--- src/rtl/serializer_lanes.sv ---
// Multi-lane serializer: a parallel word of L bits leaves LANES bits per beat, MSB- or LSB-first.
// An active slot plus one hold slot lets consecutive transactions stream with no idle cycles.
module serializer_lanes #(
   parameter int DATA_BUS_WIDTH = 16,
   parameter int DATA_MOD_WIDTH = $clog2(DATA_BUS_WIDTH),
   parameter int LANES          = 1,
   parameter int MIN_LEN        = 3
) (
   input  logic                      clk_i,
   input  logic                      arst_n_i,
   input  logic [DATA_BUS_WIDTH-1:0] data_i,
   input  logic [DATA_MOD_WIDTH-1:0] data_mod_i,
   input  logic                      msb_first_i,
   input  logic                      data_val_i,
   output logic                      data_rdy_o,
   output logic [LANES-1:0]          ser_data_o,
   output logic [LANES-1:0]          ser_data_mask_o,
   output logic                      ser_data_val_o,
   output logic                      ser_last_o,
   input  logic                      ser_rdy_i,
   output logic                      busy_o,
   output logic                      drop_o
);

   localparam int W        = DATA_BUS_WIDTH;
   localparam int LW       = $clog2(W) + 1;
   localparam int CW       = $clog2(W / LANES) + 1;
   localparam int LG_LANES = $clog2(LANES);

   typedef enum logic {IDLE, WORK} state_t;

   state_t          state_q, state_d;
   logic [W-1:0]    act_data_q, hld_data_q;
   logic [LW-1:0]   act_len_q, hld_len_q;
   logic [CW-1:0]   act_beats_q, hld_beats_q;
   logic            act_msb_q, hld_msb_q;
   logic [CW-1:0]   act_cnt_q;
   logic            hld_val_q, hld_val_d;
   logic            rdy_q, drop_q;

   logic [LW-1:0]   in_len;
   logic [LW:0]     in_sum;
   logic [CW-1:0]   in_beats;
   logic            accept, drop_w, store;
   logic            act_val, at_last, beat_xfer, last_xfer;
   logic            load_act_in, load_act_hold, load_hold;

   // Valid/ready: a word moves on data_val_i && data_rdy_o, a beat moves on ser_data_val_o && ser_rdy_i,
   // both at the rising edge; the offering side keeps its payload stable until the transfer happens.
   always_comb begin
      in_len   = (data_mod_i == '0) ? LW'(W) : LW'(data_mod_i);
      in_sum   = {1'b0, in_len} + (LW+1)'(LANES - 1);
      in_beats = CW'(in_sum >> LG_LANES);
   end

   assign accept    = data_val_i && rdy_q;
   assign drop_w    = accept && (data_mod_i != '0) && (int'(data_mod_i) < MIN_LEN);
   assign store     = accept && !drop_w;
   assign act_val   = (state_q == WORK);
   assign at_last   = (act_cnt_q == act_beats_q - CW'(1));
   assign beat_xfer = act_val && ser_rdy_i;
   assign last_xfer = beat_xfer && at_last;

   // rdy_q mirrors an empty hold slot, so an accepted word never lands on a full hold slot.
   assign load_act_in   = store && (!act_val || (last_xfer && !hld_val_q));
   assign load_act_hold = last_xfer && hld_val_q;
   assign load_hold     = store && act_val && !(last_xfer && !hld_val_q);

   always_comb begin
      hld_val_d = hld_val_q;
      if (load_act_hold)  hld_val_d = load_hold;
      else if (load_hold) hld_val_d = 1'b1;
   end

   always_ff @(posedge clk_i or negedge arst_n_i) begin
      if (!arst_n_i) state_q <= IDLE;
      else           state_q <= state_d;
   end

   always_comb begin
      state_d = state_q;
      case (state_q)
         IDLE:    if (store) state_d = WORK;
         WORK:    if (last_xfer && !hld_val_q && !store) state_d = IDLE;
         default: state_d = IDLE;
      endcase
   end

   always_ff @(posedge clk_i or negedge arst_n_i) begin
      if (!arst_n_i) begin
         act_data_q  <= '0;
         act_len_q   <= '0;
         act_beats_q <= '0;
         act_msb_q   <= 1'b0;
         act_cnt_q   <= '0;
         hld_data_q  <= '0;
         hld_len_q   <= '0;
         hld_beats_q <= '0;
         hld_msb_q   <= 1'b0;
         hld_val_q   <= 1'b0;
         rdy_q       <= 1'b0;
         drop_q      <= 1'b0;
      end else begin
         drop_q    <= drop_w;
         hld_val_q <= hld_val_d;
         rdy_q     <= !hld_val_d;
         if (load_act_in) begin
            act_data_q  <= data_i;
            act_len_q   <= in_len;
            act_beats_q <= in_beats;
            act_msb_q   <= msb_first_i;
            act_cnt_q   <= '0;
         end else if (load_act_hold) begin
            act_data_q  <= hld_data_q;
            act_len_q   <= hld_len_q;
            act_beats_q <= hld_beats_q;
            act_msb_q   <= hld_msb_q;
            act_cnt_q   <= '0;
         end else if (beat_xfer) begin
            act_cnt_q <= act_cnt_q + CW'(1);
         end
         if (load_hold) begin
            hld_data_q  <= data_i;
            hld_len_q   <= in_len;
            hld_beats_q <= in_beats;
            hld_msb_q   <= msb_first_i;
         end
      end
   end

   // Output decode: bit-reverse for MSB-first so both orders become a plain right shift.
   logic [W-1:0]     ord, shifted;
   logic [LW-1:0]    shamt, remain;
   logic [LANES-1:0] lane_mask;

   always_comb begin
      for (int i = 0; i < W; i++) ord[i] = act_msb_q ? act_data_q[W-1-i] : act_data_q[i];
      shamt   = LW'(act_cnt_q) << LG_LANES;
      shifted = ord >> shamt;
      remain  = act_len_q - shamt;
      for (int j = 0; j < LANES; j++) lane_mask[j] = act_val && (LW'(j) < remain);
      ser_data_o      = shifted[LANES-1:0] & lane_mask;
      ser_data_mask_o = lane_mask;
      ser_data_val_o  = act_val;
      ser_last_o      = act_val && at_last;
      busy_o          = act_val || hld_val_q;
      data_rdy_o      = rdy_q;
      drop_o          = drop_q;
   end

endmodule

--- config.mk ---
export PLATFORM = sky130hd
export DESIGN_NAME = serializer_lanes
export DESIGN_NICKNAME = d
export VERILOG_FILES = /design/src/rtl/serializer_lanes.sv
export SDC_FILE = /design/constraint.sdc
export NUM_CORES = 1
export LEC_CHECK = 0
export ABC_AREA = 1
export CELL_PAD_IN_SITES_DETAIL_PLACEMENT = 1
export CELL_PAD_IN_SITES_GLOBAL_PLACEMENT = 1
export CORE_MARGIN = 1.5
export CORE_UTILIZATION = 25
export DETAILED_ROUTE_END_ITERATION = 7
export GPL_TIMING_DRIVEN = 1
export PLACE_DENSITY_LB_ADDON = 0.12
export SYNTH_ARGS = -nofsm -noshare
export SYNTH_HDL_FRONTEND = slang
export SYNTH_SLANG_ARGS = --single-unit
--- constraint.sdc ---
create_clock -name clk_i -period 3.5 [get_ports clk_i]
set_input_delay 0.7 -clock clk_i [delete_from_list [all_inputs] [get_ports clk_i]]
set_output_delay 0.7 -clock clk_i [all_outputs]
set_load 0.02 [all_outputs]
==> impl_results.rst <==
.. list-table::
   :header-rows: 1

   * - Metric
     - Value
   * - Run status
     - finished, final reports clean
   * - Busiest layer in global routing
     - met2
   * - Total CTS buffers
     - 5
   * - Startpoint class of the critical path
     - flip-flop
   * - Most common flop cell mapped by yosys
     - sky130_fd_sc_hd__dfrtp_1
   * - Total gr overflow
     - 0
   * - Number of clock sinks
     - 53
   * - Die height
     - 118.5 um
   * - Via-to-Cell Ratio
     - 4.613
   * - Peak Freq
     - 305.8 MHz
   * - Switching portion of total power
     - 21.27%
   * - Sequential area share after synthesis
     - 39.76%
   * - Share of power burned in combinational logic
     - 4.8%
   * - Final worst-path cycle share
     - 93.42%
   * - I/O Pins
     - 32
   * - # resized after CTS
     - 0
   * - Setup repair after global routing missed its margin
     - no
   * - First-pass GRT wire length
     - 17,640 um
   * - Worst EP arrival
     - 2.57 ns
   * - Power per Cell Area
     - 322.8 mW/mm2
   * - Fraction of met1 tracks used by global routing
     - 23.05%
   * - Pins Over Slew Limit
     - 0
   * - Slew Limit Headroom
     - 55.94%
   * - Slowest stage cell on the critical path
     - sky130_fd_sc_hd__clkdlybuf4s50_1
   * - Number of design-rule violations left by the first detailed-router iteration
     - 119
   * - Maximum cell stage delay along the critical path
     - 0.62 ns
   * - Class of the tightest hold or removal check
     - in2async
   * - Average wire per cell in the routed design
     - 15.59 um
   * - Worst Reg2Reg Path Length in Cells
     - 11
   * - Number of flops mapped to enable cells by yosys
     - 0
   * - Overall Power
     - 1.269 mW
   * - Leakage
     - 2.070 nW
   * - Number of distinct library cell variants in the gate-level netlist after synthesis
     - 33
   * - Pre-CTS worst setup slack
     - 0.3752 ns
   * - Critical path's most frequent cell
     - sky130_fd_sc_hd__nor2_1
   * - Count of buffers added by post-CTS timing repair for setup
     - 0
   * - Largest net degree at the start of global routing
     - 47
   * - Synth top area share
     - 39.76%
   * - Area added between synthesis and finish
     - 17.82%
   * - Root buffer cell
     - sky130_fd_sc_hd__clkbuf_16
   * - Library cell with the largest summed area after synthesis
     - sky130_fd_sc_hd__dfrtp_1
   * - Routed via count
     - 3,054
   * - Worst r2r src
     - act_beats_q[1]
   * - Setup tns final
     - 0 ns
   * - Post-layout min period
     - 3.270 ns
   * - Worst clock skew
     - 0.004301 ns
   * - Measured slew at the worst slew-check pin
     - 0.6610 ns
   * - Highest ir drop seen on vdd
     - 0.1635 mV
   * - Final #Nets
     - 517
   * - CP Buf/Inv Count
     - 2
   * - Total setup violations reported at the end of the flow
     - 0
   * - Post-Route Utilization
     - 29.91%
   * - Number of violations of the max-capacitance limit
     - 0
   * - Count of yosys warnings during synthesis
     - 0
   * - Commonest non-fill, non-tap cells in the layout
     - sky130_fd_sc_hd__nand2_1, sky130_fd_sc_hd__nand3_1, sky130_fd_sc_hd__dfrtp_1
   * - Final wirelength
     - 10,320 um
   * - Post-synth net total
     - 498
   * - Int Pwr
     - 998.7 uW
   * - Sequential group share of total power
     - 48.2%
   * - Post-route ant nets
     - 0
   * - Count of mapped cells out of synthesis
     - 466
   * - Hold buffer count at CTS
     - 0
   * - Async set or reset register ratio after synthesis
     - 100.0%
   * - Filler cells
     - 1,634
   * - Worst path required time
     - 2.80 ns
   * - Clock group share of total power
     - 47.0%
   * - Largest fanout on the critical path
     - 3
   * - HPWL after detailed placement
     - 7192 um
   * - Post-route worst setup slack
     - 0.2302 ns
   * - Area of the core
     - 0.01314 mm2
   * - Clk Latency, worst-skew pair
     - 0.30 ns
   * - R2R setup slack
     - 0.96 ns
   * - Synthesized area
     - 0.003336 mm2
   * - Most common library cell in the layout ignoring fill and taps
     - sky130_fd_sc_hd__nand2_1
   * - Global routing met2 resource utilization
     - 24.31%
   * - Number of buffers on the longest clock path
     - 2
   * - CP cell instances
     - inv_1 -> ha_1 -> fa_1 -> o21ai_0 -> xnor2_1 -> nor2_1 -> nor2_1 -> clkdlybuf4s50_1
   * - Critical register-to-register path endpoint
     - act_cnt_q[0]
   * - Avg Inst Size Synth
     - 7.158 um2
   * - Cell types with the largest area share after synthesis
     - sky130_fd_sc_hd__dfrtp_1, sky130_fd_sc_hd__nand2_1, sky130_fd_sc_hd__nand3_1
   * - Met3 track utilization from global routing
     - 3.282%
   * - Number of design rule violations left after detail routing
     - 0
   * - Clock tree from TritonCTS
     - done
   * - Number of antenna violations at the first check in global routing
     - 0
   * - Std-Cell Rows
     - 42
   * - Vias in the first global route
     - 3,215
   * - Die W
     - 118.5 um
   * - Cell count along the critical path
     - 8
   * - CTS H-Tree Depth
     - 2
   * - Register clock-pin slew on the reported worst setup and hold paths
     - 0.07 ns
   * - Fraction of layout cells with a size suffix above 1
     - 5.967%
   * - Synthesis-stage register bit count
     - 53
   * - Initial standard-cell utilization of the core
     - 25.39%
   * - Count of endpoints failing hold in the final timing report
     - 0
   * - Routability cong.
     - 0.7453
   * - Fin Hold WS
     - 0.4237 ns
   * - P_sw
     - 269.9 uW
   * - DR pass1 iterations
     - 4
   * - Area of the die
     - 0.01404 mm2
   * - Count of input and output buffers
     - 31
   * - Overall track demand over capacity in global routing
     - 15.84%
   * - Final antenna diode count
     - 0
   * - CP Capture Type
     - primary output
   * - Family of cells with the greatest summed delay on the critical path
     - buffers and inverters
   * - Crit path kind
     - reg2out
[cell usage after synthesis (2+ instances only)]
master / n
sky130_fd_sc_hd__inv_1: 49
sky130_fd_sc_hd__o211ai_1: 5
sky130_fd_sc_hd__a21oi_1: 8
sky130_fd_sc_hd__buf_2: 8
sky130_fd_sc_hd__buf_4: 7
sky130_fd_sc_hd__ha_1: 6
sky130_fd_sc_hd__dfrtp_1: 53
sky130_fd_sc_hd__nand2_4: 3
sky130_fd_sc_hd__xnor2_1: 2
sky130_fd_sc_hd__nand2_1: 153
sky130_fd_sc_hd__buf_6: 6
sky130_fd_sc_hd__nand4_1: 23
sky130_fd_sc_hd__clkbuf_1: 6
sky130_fd_sc_hd__nand3_1: 76
sky130_fd_sc_hd__inv_2: 2
sky130_fd_sc_hd__o21ai_0: 18
sky130_fd_sc_hd__nor3_1: 2
sky130_fd_sc_hd__nor2_2: 2
sky130_fd_sc_hd__nor2_1: 21
sky130_fd_sc_hd__xor2_1: 3
[worst max-delay path by stage]
stage                              start               to  slack [ns]
after CTS                 act_beats_q[0]       ser_data_o        0.03
after floorplan             act_cnt_q[0]       ser_data_o        0.65
final                     act_beats_q[0]  ser_data_mask_o        0.23
after global placement    act_beats_q[0]       ser_data_o        0.43
after detailed placement  act_beats_q[0]       ser_data_o        0.38
after global routing      act_beats_q[0]  ser_data_mask_o        0.04
[power groups by stage]
stage                     sequential (mW)  combinational [mW]  clock [mW]
after detailed placement            0.624              0.0630           0
after global placement              0.624              0.0623           0
after CTS                           0.612              0.0630       0.625
after floorplan                     0.624              0.0111           0
after global routing                0.612              0.0681       0.649
final                               0.612              0.0606       0.596
[cell families (layout without fill, tap and decap cells)]
group	after synthesis	count (layout)	synth area share, %
flops	53	53	39.76
buf+inv	79	99	11.33
xor+xnor	5	5	1.313
compound gates	36	36	6.227
simple gates	286	286	38.52
fa+ha+maj	7	7	2.851
[flip-flops by register name (all words and copies together) (netlist names)]
register and flops:
act_data_q 16, hld_data_q 16, act_beats_q 5, act_cnt_q 5
hld_beats_q 5, act_msb_q 1, data_rdy_o 1, drop_o 1
hld_msb_q 1, hld_val_q 1, ser_data_val_o 1
[routing by layer]
metal / up-vias / part of all wire [%]
li1: 1549 / -
met1: 1471 / 52
met2: 27 / 45
met3: 7 / 2.6
met4: 0 / 0.72
met5: - / 0
[metrics by stage]
step / std cells / cell area, um2
finish: 662 / 3930
floorplan: 466 / 3336
global placement: 654 / 3755
detailed placement: 654 / 3755
global route: 662 / 3930
CTS: 662 / 3928
[cell type report]
class / instances / area (um2) / area share, %
Tap cell: 176 / 220.2 / 5.603
Timing Repair Buffer: 40 / 387.9 / 9.869
Clock buffer: 7 / 142.6 / 3.629
Multi-Input combinational cell: 334 / 1632 / 41.52
Clock inverter: 1 / 30.03 / 0.7641
Inverter: 51 / 191.4 / 4.871
Sequential cell: 53 / 1326 / 33.75
Note: power is estimated with default switching activity, not from simulation.
